<file path="src/rtl/coincidence_auto_align_if.sv">
// CSR bus between the auto-align controller and one coincidenceRecorder.
// master drives strobe/data, slave returns the readback word.
interface coincidence_auto_align_if;
  logic        csrStrobe;
  logic [31:0] csrData;
  logic [31:0] csrIn;

  modport master (
    output csrStrobe,
    output csrData,
    input  csrIn
  );

  modport slave (
    input  csrStrobe,
    input  csrData,
    output csrIn
  );
endinterface

</file>
<file path="src/rtl/coincidence_auto_align.sv">
// Hardware alignment loop for coincidenceRecorder: acquire, scan the
// channel-0 histogram for its rising edge, write back the offset.
module coincidence_auto_align #(
  parameter int SAMPLE_CLKS_PER_COINCIDENCE = 400,
  parameter int DATA_WIDTH                  = 3,
  parameter int READ_LATENCY                = 16,
  parameter int ACQ_SETTLE                  = 5,
  parameter int EDGE_ADVANCE                = 2,
  parameter int ACQ_TIMEOUT                 = 1048576
) (
  input  logic        sysClk,
  input  logic        sysReset_n,
  input  logic        start,
  input  logic        doRealign,
  input  logic        abort,
  output logic        busy,
  output logic        done,
  output logic [1:0]  errorCode,
  output logic        multiEdge,
  output logic [23:0] risingEdge,
  output logic [23:0] alignOffset,
  coincidence_auto_align_if.master csr
);
  localparam int N = SAMPLE_CLKS_PER_COINCIDENCE;
  localparam logic [23:0] LAST = 24'(N - 1);
  localparam logic [24:0] N25 = 25'(N);
  localparam logic [24:0] ADV25 = 25'(EDGE_ADVANCE);
  localparam logic [31:0] SETTLE_END = 32'(ACQ_SETTLE - 1);
  localparam logic [31:0] WAIT_END = 32'(READ_LATENCY - 1);
  localparam logic [31:0] POLL_END = 32'(ACQ_TIMEOUT - 1);

  typedef enum logic [3:0] {
    IDLE, ACQ_REQ, ACQ_SETTLE_S, ACQ_POLL,
    SCAN_REQ, SCAN_WAIT, SCAN_EVAL, WRAP_CHK,
    WR_OFFSET, WR_GAP, WR_REALIGN, FINISH
  } state_t;

  state_t      state_q;
  logic        busy_q;
  logic        done_q;
  logic [1:0]  err_q;
  logic        multi_q;
  logic [23:0] rising_q;
  logic [23:0] align_q;
  logic        strobe_q;
  logic [31:0] data_q;
  logic [31:0] cnt_q;
  logic [23:0] addr_q;
  logic [23:0] edge_q;
  logic [1:0]  ecnt_q;
  logic        first_q;
  logic        prev_q;
  logic        realign_q;

  logic        s_bin;
  logic        unused_csr;
  logic [24:0] sum_d;
  logic [23:0] off_d;

  assign s_bin = |csr.csrIn[DATA_WIDTH-1:0];
  assign unused_csr = ^csr.csrIn[30:DATA_WIDTH];

  // edge + N - advance stays below 2N, so one subtract wraps it
  always_comb begin
    sum_d = {1'b0, edge_q} + N25 - ADV25;
    off_d = (sum_d >= N25) ? 24'(sum_d - N25)
                           : 24'(sum_d);
  end

  always_ff @(posedge sysClk or negedge sysReset_n) begin
    if (!sysReset_n) begin
      state_q   <= IDLE;
      busy_q    <= 1'b0;
      done_q    <= 1'b0;
      err_q     <= 2'd0;
      multi_q   <= 1'b0;
      rising_q  <= 24'd0;
      align_q   <= 24'd0;
      strobe_q  <= 1'b0;
      data_q    <= 32'd0;
      cnt_q     <= 32'd0;
      addr_q    <= 24'd0;
      edge_q    <= 24'd0;
      ecnt_q    <= 2'd0;
      first_q   <= 1'b0;
      prev_q    <= 1'b0;
      realign_q <= 1'b0;
    end else begin
      strobe_q <= 1'b0;
      done_q   <= 1'b0;
      if (abort && state_q != IDLE) begin
        state_q <= IDLE;
        busy_q  <= 1'b0;
        err_q   <= 2'd3;
      end else begin
        unique case (state_q)
          IDLE: begin
            if (start) begin
              err_q     <= 2'd0;
              multi_q   <= 1'b0;
              realign_q <= doRealign;
              busy_q    <= 1'b1;
              state_q   <= ACQ_REQ;
            end
          end
          ACQ_REQ: begin
            strobe_q <= 1'b1;
            data_q   <= 32'h8000_0000;
            cnt_q    <= 32'd0;
            state_q  <= ACQ_SETTLE_S;
          end
          ACQ_SETTLE_S: begin
            if (cnt_q == SETTLE_END) begin
              cnt_q   <= 32'd0;
              state_q <= ACQ_POLL;
            end else begin
              cnt_q <= cnt_q + 32'd1;
            end
          end
          ACQ_POLL: begin
            if (!csr.csrIn[31]) begin
              addr_q  <= 24'd0;
              ecnt_q  <= 2'd0;
              state_q <= SCAN_REQ;
            end else if (cnt_q == POLL_END) begin
              err_q   <= 2'd1;
              busy_q  <= 1'b0;
              state_q <= IDLE;
            end else begin
              cnt_q <= cnt_q + 32'd1;
            end
          end
          SCAN_REQ: begin
            strobe_q <= 1'b1;
            data_q   <= {8'h00, addr_q};
            cnt_q    <= 32'd0;
            state_q  <= SCAN_WAIT;
          end
          SCAN_WAIT: begin
            if (cnt_q == WAIT_END) begin
              state_q <= SCAN_EVAL;
            end else begin
              cnt_q <= cnt_q + 32'd1;
            end
          end
          SCAN_EVAL: begin
            prev_q <= s_bin;
            if (addr_q == 24'd0) begin
              first_q <= s_bin;
            end else if (s_bin && !prev_q) begin
              if (ecnt_q != 2'd3) ecnt_q <= ecnt_q + 2'd1;
              edge_q <= addr_q;
            end
            if (addr_q == LAST) begin
              state_q <= WRAP_CHK;
            end else begin
              addr_q  <= addr_q + 24'd1;
              state_q <= SCAN_REQ;
            end
          end
          WRAP_CHK: begin
            // a wrap edge at bin 0 is only a fallback, never an override
            if (ecnt_q == 2'd0) begin
              if (first_q && !prev_q) begin
                ecnt_q  <= 2'd1;
                edge_q  <= 24'd0;
                state_q <= WR_OFFSET;
              end else begin
                err_q   <= 2'd2;
                busy_q  <= 1'b0;
                state_q <= IDLE;
              end
            end else begin
              multi_q <= (ecnt_q > 2'd1);
              state_q <= WR_OFFSET;
            end
          end
          WR_OFFSET: begin
            align_q  <= off_d;
            rising_q <= edge_q;
            strobe_q <= 1'b1;
            data_q   <= {8'h40, off_d};
            state_q  <= realign_q ? WR_GAP : FINISH;
          end
          WR_GAP: begin
            state_q <= WR_REALIGN;
          end
          WR_REALIGN: begin
            strobe_q <= 1'b1;
            data_q   <= 32'h2000_0000;
            state_q  <= FINISH;
          end
          FINISH: begin
            done_q  <= 1'b1;
            busy_q  <= 1'b0;
            state_q <= IDLE;
          end
          default: state_q <= IDLE;
        endcase
      end
    end
  end

  assign busy          = busy_q;
  assign done          = done_q;
  assign errorCode     = err_q;
  assign multiEdge     = multi_q;
  assign risingEdge    = rising_q;
  assign alignOffset   = align_q;
  assign csr.csrStrobe = strobe_q;
  assign csr.csrData   = data_q;
endmodule
</file>
<file path="src/flat_wrapper.sv">
// flat-port wrapper written by rule: the top's interface ports become plain ports
module coincidence_auto_align_flat 
#(
  parameter int SAMPLE_CLKS_PER_COINCIDENCE = 400,
  parameter int DATA_WIDTH                  = 3,
  parameter int READ_LATENCY                = 16,
  parameter int ACQ_SETTLE                  = 5,
  parameter int EDGE_ADVANCE                = 2,
  parameter int ACQ_TIMEOUT                 = 1048576
)
  (sysClk, sysReset_n, start, doRealign, abort, busy, done, errorCode, multiEdge, risingEdge, alignOffset, csr_csrStrobe, csr_csrData, csr_csrIn);
  coincidence_auto_align_if csr_i ();
  input  logic sysClk;
  input  logic sysReset_n;
  input  logic start;
  input  logic doRealign;
  input  logic abort;
  output logic busy;
  output logic done;
  output logic [1:0] errorCode;
  output logic multiEdge;
  output logic [23:0] risingEdge;
  output logic [23:0] alignOffset;
  output wire logic [$bits(csr_i.csrStrobe)-1:0] csr_csrStrobe;
  output wire logic [$bits(csr_i.csrData)-1:0] csr_csrData;
  input wire logic [$bits(csr_i.csrIn)-1:0] csr_csrIn;
  assign csr_csrStrobe = csr_i.csrStrobe;
  assign csr_csrData = csr_i.csrData;
  assign csr_i.csrIn = csr_csrIn;
  coincidence_auto_align #(.SAMPLE_CLKS_PER_COINCIDENCE(SAMPLE_CLKS_PER_COINCIDENCE), .DATA_WIDTH(DATA_WIDTH), .READ_LATENCY(READ_LATENCY), .ACQ_SETTLE(ACQ_SETTLE), .EDGE_ADVANCE(EDGE_ADVANCE), .ACQ_TIMEOUT(ACQ_TIMEOUT)) u_core (.sysClk(sysClk), .sysReset_n(sysReset_n), .start(start), .doRealign(doRealign), .abort(abort), .busy(busy), .done(done), .errorCode(errorCode), .multiEdge(multiEdge), .risingEdge(risingEdge), .alignOffset(alignOffset), .csr(csr_i));
endmodule
</file>
<file path="config.mk">
export PLATFORM = sky130hd
export DESIGN_NAME = coincidence_auto_align_flat
export DESIGN_NICKNAME = d
export VERILOG_FILES = /design/src/rtl/coincidence_auto_align_if.sv /design/src/rtl/coincidence_auto_align.sv /design/src/flat_wrapper.sv
export SDC_FILE = /design/constraint.sdc
export NUM_CORES = 1
export LEC_CHECK = 0
export ABC_AREA = 1
export BUFFER_PORTS_ARGS = -buffer_cell sky130_fd_sc_hd__buf_2
export CAP_MARGIN = 10
export CORE_ASPECT_RATIO = 0.75
export CORE_MARGIN = 3
export CORE_UTILIZATION = 59
export CTS_CLUSTER_DIAMETER = 80
export DETAILED_ROUTE_END_ITERATION = 8
export GPL_ROUTABILITY_DRIVEN = 0
export PLACE_DENSITY = 0.89
export SLEW_MARGIN = 20
export SYNTH_ARGS = -nofsm -noshare
export SYNTH_HDL_FRONTEND = slang
export SYNTH_SLANG_ARGS = --single-unit
</file>
<file path="constraint.sdc">
create_clock -name sysClk -period 2.61 [get_ports sysClk]
set_input_delay 0.1305 -clock sysClk [delete_from_list [all_inputs] [get_ports sysClk]]
set_output_delay 0.1305 -clock sysClk [all_outputs]
set_load 0.1 [all_outputs]
</file>
Yosys cells after proc, flatten, opt, wreduce, memory -nomap -nowiden. Index checks and enable logic that the tools add are counted.

Word-level logic and storage cells: 147. Output and inout bits: 86. Register bits after elaboration: 175.

Add/subtract/negate cells: 6. Reduce and logical (&&, ||, !) cells: 32. Eq/ne operators: 36. Bitwise gates (word level): 1. $lt $le $gt $ge: 2. Multiplexer cells: 54.

Operators by type and width (count): one-hot mux 32 bit (4 select lines) (2); 2-to-1 mux 24 bit (7); 2-to-1 mux 32 bit (4); one-hot mux 24 bit (2 select lines) (2); one-hot mux 4 bit (11 select lines) (1); adder 32 x 1 -> 32 bit (second input constant) (1); == test 32 x 20 -> 1 bit (second input constant) (1); == test 32 x 3 -> 1 bit (second input constant) (1); == test 32 x 4 -> 1 bit (second input constant) (1); 2-to-1 mux 4 bit (8); 2-to-1 mux 2 bit (14); adder 24 x 9 -> 25 bit (second input constant) (1); greater-or-equal comparator 25 x 9 -> 1 bit (second input constant) (1); subtractor 25 x 2 -> 25 bit (second input constant) (1); adder 24 x 1 -> 24 bit (second input constant) (1); == test 24 x 9 -> 1 bit (second input constant) (1); zero test 24 bit (1); subtractor 24 x 9 -> 24 bit (second input constant) (1); inequality test 2 bit (second input constant) (9); AND reduction 6 bit (3); == test 4 x 3 -> 1 bit (second input constant) (4); == test 4 bit (second input constant) (4); nonzero test 4 bit (4); 2-to-1 mux 1 bit (12); other kinds (27) (46).

Depth between registers and ports, before layout.
Depth after elaboration: 6. Depth in mapped cells: 20. Mapped depth without buffers: 19.

Worst setup path after synthesis. OpenSTA, ideal clock, no wires.

Kind: register -> register. Start point: reg u_core.edge_q[1]. End point: reg u_core.data_q[22], in the netlist u_core.csr.csrData[22]. Arrival: 2110 ps. Cell stages (with the launch flop): 21. Setup slack: 380 ps. Clock period less this slack: 2230 ps. Path through: dfrtp_1 > inv_2 > ha_1 > nand2_2 > nand3_2 > nand2_4 > buf_6 > nand3_1 > nand2_2 > inv_2 > nor2_2 > nand2_2 > nor2_4 > nand2_4 > buf_6 > nand2_1 > nand2_1 > nand3_1 > nand2_1 > nand2_1 > nand2_1.

Word-level cells in the longest chain between the ends: 5. Elaborated cells between the ends (all ways): 6. Those cells by class: add/sub (3); order compare (1); mux (2).

RTL lines: start, declared (RTL line coincidence_auto_align.sv:49) `logic [23:0] edge_q;`; start signal, assigned (RTL line coincidence_auto_align.sv:152) `edge_q <= addr_q;`; adder 24 x 9 -> 25 bit (*) (RTL line coincidence_auto_align.sv:65) `sum_d = {1'b0, edge_q} + N25 - ADV25;`; subtractor 25 x 2 -> 25 bit (*) (RTL line coincidence_auto_align.sv:65); subtractor 24 x 9 -> 24 bit / greater-or-equal comparator 25 x 9 -> 1 bit (equally long branches) (RTL line coincidence_auto_align.sv:66) `off_d = (sum_d >= N25) ? 24'(sum_d - N25)`; 2-to-1 mux 24 bit (*) (RTL line coincidence_auto_align.sv:66); one-hot mux 32 bit (4 select lines) (*) (RTL line coincidence_auto_align.sv:96) `unique case (state_q)`; end signal, assigned (RTL line coincidence_auto_align.sv:135) `data_q <= {8'h00, addr_q};`; end signal, assigned (RTL line coincidence_auto_align.sv:182) `data_q <= {8'h40, off_d};`; end, declared (RTL line coincidence_auto_align.sv:46) `logic [31:0] data_q;`.

Every way passes the cells marked *; elsewhere a longest branch is shown, timed or not. The select of a mux whose other input is x is not followed. A chain may end at the register's enable or synchronous reset.

Final worst setup path.
Start point: reg u_core.edge_q[9]. End point: reg u_core.data_q[20], in the netlist u_core.csr.csrData[20].

The elaborated chain is that of the path after synthesis.

==> impl_results.md <==
* Outcome: finished clean
* Depth of the CTS H-tree at 4
* Final Skew at 0.01130 ns
* CP required at 2.94 ns
* Crit end category: flip-flop
* Die Y-Extent at 117.8 um
* Simple-gate portion of the synthesized area at 34.56%
* Longest Clk Path Bufs at 2
* Port buffer count at 89
* Post-Syn Area per Cell at 7.344 sq um
* Detailed-route wire length at 29.23 mm
* Drt via density at 6.135
* Avg WL per Cell at 17.53 um
* Global-route wire length before repair at 45.64 mm
* Sink Count at 169
* Clk pwr share at 17.1%
* P per Cell Area at 1357 nW/um^2
* Post-synthesis to final-layout area growth at 17.10%
* Worst vdd ir at 0.001018 V
* Vias in the first global route at 9132
* Sequential element share of the synthesized area at 43.04%
* Dominant cells by area after synthesis: dfrtp_1, nand2_1, nand3_1
* Post-detailed-route DRC marker count at 0
* Nets@finish at 1491
* Post-synthesis mux area share at 0%
* Via count at 10.23k
* Fmax at 384.6 MHz
* Worst Path Arrival at 2.93 ns
* Largest area contributor in the netlist: dfrtp_1
* Layout Utilization at 71.18%
* Root Buffer: clkbuf_16
* Detailed placement HPWL at 20.23 mm
* Synth Cell Area at 9827 sq um
* Worst slew pin tran at 0.7576 ns
* Routed Antenna Nets at 0
* Clock insertion delay at the later pin of the skew report at 0.44 ns
* Initial Util at 60.79%
* Critical path fanouts, max at 13
* Synth top area share at 43.04%
* Post-synth EDFFs at 0
* Synth Area in Adders at 1.146%
* Register share of total power at 26.9%
* Largest family of logic cells by synthesized area: simple AND/OR/NAND/NOR gates
* Num rows at 40
* Min-delay worst type: primary input to flip-flop
* Final Setup Violations at 0
* Final hold viol count at 0
* DIE WIDTH at 155.0 um
* RSZ-0062 raised after global routing: yes
* Leakage at 5.535 nW
* Final Cycle Share at 99.62%
* # diodes at 0
* Switch Pwr at 8.766 mW
* Initial antenna violation count at 0
* Setup TNS at 0 ns
* Fraction of synthesis flops using an asynchronous set or reset pin at 100.0%
* Synth Area in Compound Gates at 10.11%
* Sw frac at 56.12%
* Relative slew slack at 49.49%
* Most frequent cells after synthesis: nand2_1, dfrtp_1, nand3_1
* Max-capacitance violation count at 0
* Layout cells sized above 1 at 18.46%
* Xor-xnor portion of the synthesized cell area at 3.209%
* DRT Pass-1 Iters at 9
* IO Pins at 123
* Pins Over Slew Limit at 0
* Most frequent cell after synthesis: nand2_1
* Synth Flop Type: dfrtp_1
* Worst Setup Start Kind: flip-flop
* Drt initial violations at 1667
* Largest net degree at the start of global routing at 84
* Mapped Cells at 1338
* P_int at 6.854 mW
* Die area at 18260 sq um
* Tmin final at 2.600 ns
* CTS clock-pin slew for the worst setup and hold paths at 0.07 ns
* CTS Buf Count at 17
* Total track usage at 30.81%
* Synth cell types at 43
* TritonCTS clock tree: built
* Syn. warnings at 0
* Flops & latches, synth at 169
* Gate power share at 56.0%
* Remaining Overflow, GRT at 0
* Core ar. at 16170 sq um
* Worst setup path class: flip-flop to flip-flop
==> cell usage in the layout (no fill, tap or decap), drive strengths merged, types with 2 or more instances in the layout <==
| master | n |
|---|---|
| nand2 | 403 |
| dfrtp | 169 |
| inv | 138 |
| buf | 128 |
| nor2 | 126 |
| nand3 | 124 |
| o21ai | 113 |
| nor3 | 44 |
| nand4 | 39 |
| a21oi | 32 |
| xor2 | 29 |
| clkbuf | 17 |
| o31ai | 16 |
| nor4 | 15 |
| o22ai | 10 |
| ha | 9 |
| xnor2 | 7 |
| dlygate4sd3 | 6 |
| clkinv | 6 |
| conb | 5 |
| o211ai | 4 |
| bufinv | 3 |
| clkinvlp | 3 |
| or2 | 2 |
| o2111ai | 2 |
==> sequential cells by signal, indices dropped and copies added (netlist names) <==
signal / flops
u_core.alignOffset: 24
u_core.addr_q: 24
u_core.done: 1
u_core.cnt_q: 32
u_core.realign_q: 1
u_core.edge_q: 24
u_core.errorCode: 2
u_core.state_q: 4
u_core.risingEdge: 23
u_core.ecnt_q: 2
u_core.multiEdge: 1
u_core.first_q: 1
u_core.busy: 1
u_core.csr.csrStrobe: 1
u_core.csr.csrData: 27
u_core.prev_q: 1
==> metrics by stage <==
step	setup WS [ns]	hold slack (ns)	total power, mW	std cells	instance area, sq um
5_1_grt	-0.07536	0.05351	16.32	1667	11510
3_5_place_dp	0.02831	0.2321	12.11	1615	10530
4_1_cts	-0.01058	0.02952	14.89	1653	11210
2_1_floorplan	0.3797	-0.1651	10.29	1342	9842
3_3_place_gp	0.07309	0.2269	11.90	1615	10530
6_report	0.009952	0.03064	15.62	1667	11510
==> critical path, stage by stage (launching register included) <==
cell     delay (ns)
dfrtp_2        0.50
inv_2          0.11
nor2_1         0.16
nand2_1        0.07
nor2_1         0.08
nand2_1        0.08
nand2_1        0.17
nand3_1        0.12
nand2_1        0.18
nand3_2        0.13
nor2_4         0.25
nand2_4        0.18
nand3_1        0.24
o21ai_1        0.08
nand2_1        0.09
nand2_1        0.06
==> cell type report <==
class	count	area, sq um
Multi-Input combinational cell	987	5030
Fill cell	1247	4658
Sequential cell	169	4234
Timing Repair Buffer	134	858.3
Inverter	136	511.7
Clock buffer	17	425.4
Tap cell	210	262.8
Clock inverter	14	185.2
==> final timing paths <==
kind	start	endpoint	slack, ns	depth (start not counted)
worst max-delay path	u_core.edge_q[9]	u_core.csr.csrData[20]	0.01	15
worst min-delay path	csr_csrIn[0]	u_core.prev_q	0.03	5
worst max register to register	u_core.edge_q[9]	u_core.csr.csrData[20]	0.01	15
worst min register to register	u_core.csr.csrData[9]	u_core.csr.csrData[9]	0.48	2
max in group asynchronous	sysReset_n	u_core.csr.csrData[15]	1.43	3
min in group asynchronous	sysReset_n	u_core.risingEdge[12]	0.32	2
==> cell families after synthesis <==
logic type,count (synthesis)
AOI/OAI and AO/OA,181
xor gates and xnor gates,36
adders and majority gates,9
buffers and inverters,189
DFF,169
other,1
and+or+nand+nor,753
==> power by group through the flow <==
| stage | clock (mW) | sequential, mW | combinational, mW |
|---|---|---|---|
| 2_1_floorplan | 0 | 6.50 | 3.78 |
| 3_3_place_gp | 0 | 4.14 | 7.77 |
| 3_5_place_dp | 0 | 4.16 | 7.95 |
| 4_1_cts | 2.67 | 4.13 | 8.08 |
| 5_1_grt | 2.79 | 4.27 | 9.26 |
| 6_report | 2.68 | 4.20 | 8.75 |
==> routing by layer <==
metal	vias up	GRT usage, %	routed length (um)
met5	-	0	0
met1	4785	46.11	12060
met3	120	8.416	3564
met2	704	44.00	12750
met4	0	8.825	854
li1	4618	-	-
==> timing repair <==
item | in CTS | in global routing
cloned | 1 | 2
resized for setup | 1 | 42
buffers inserted | 0 | 12
hold buffers | 6 | 0
setup endpoints to repair | 14 | 66
pin swaps | 1 | 13
hold endpoints to repair | 84 | 0
(Power assumes the default switching activity.)
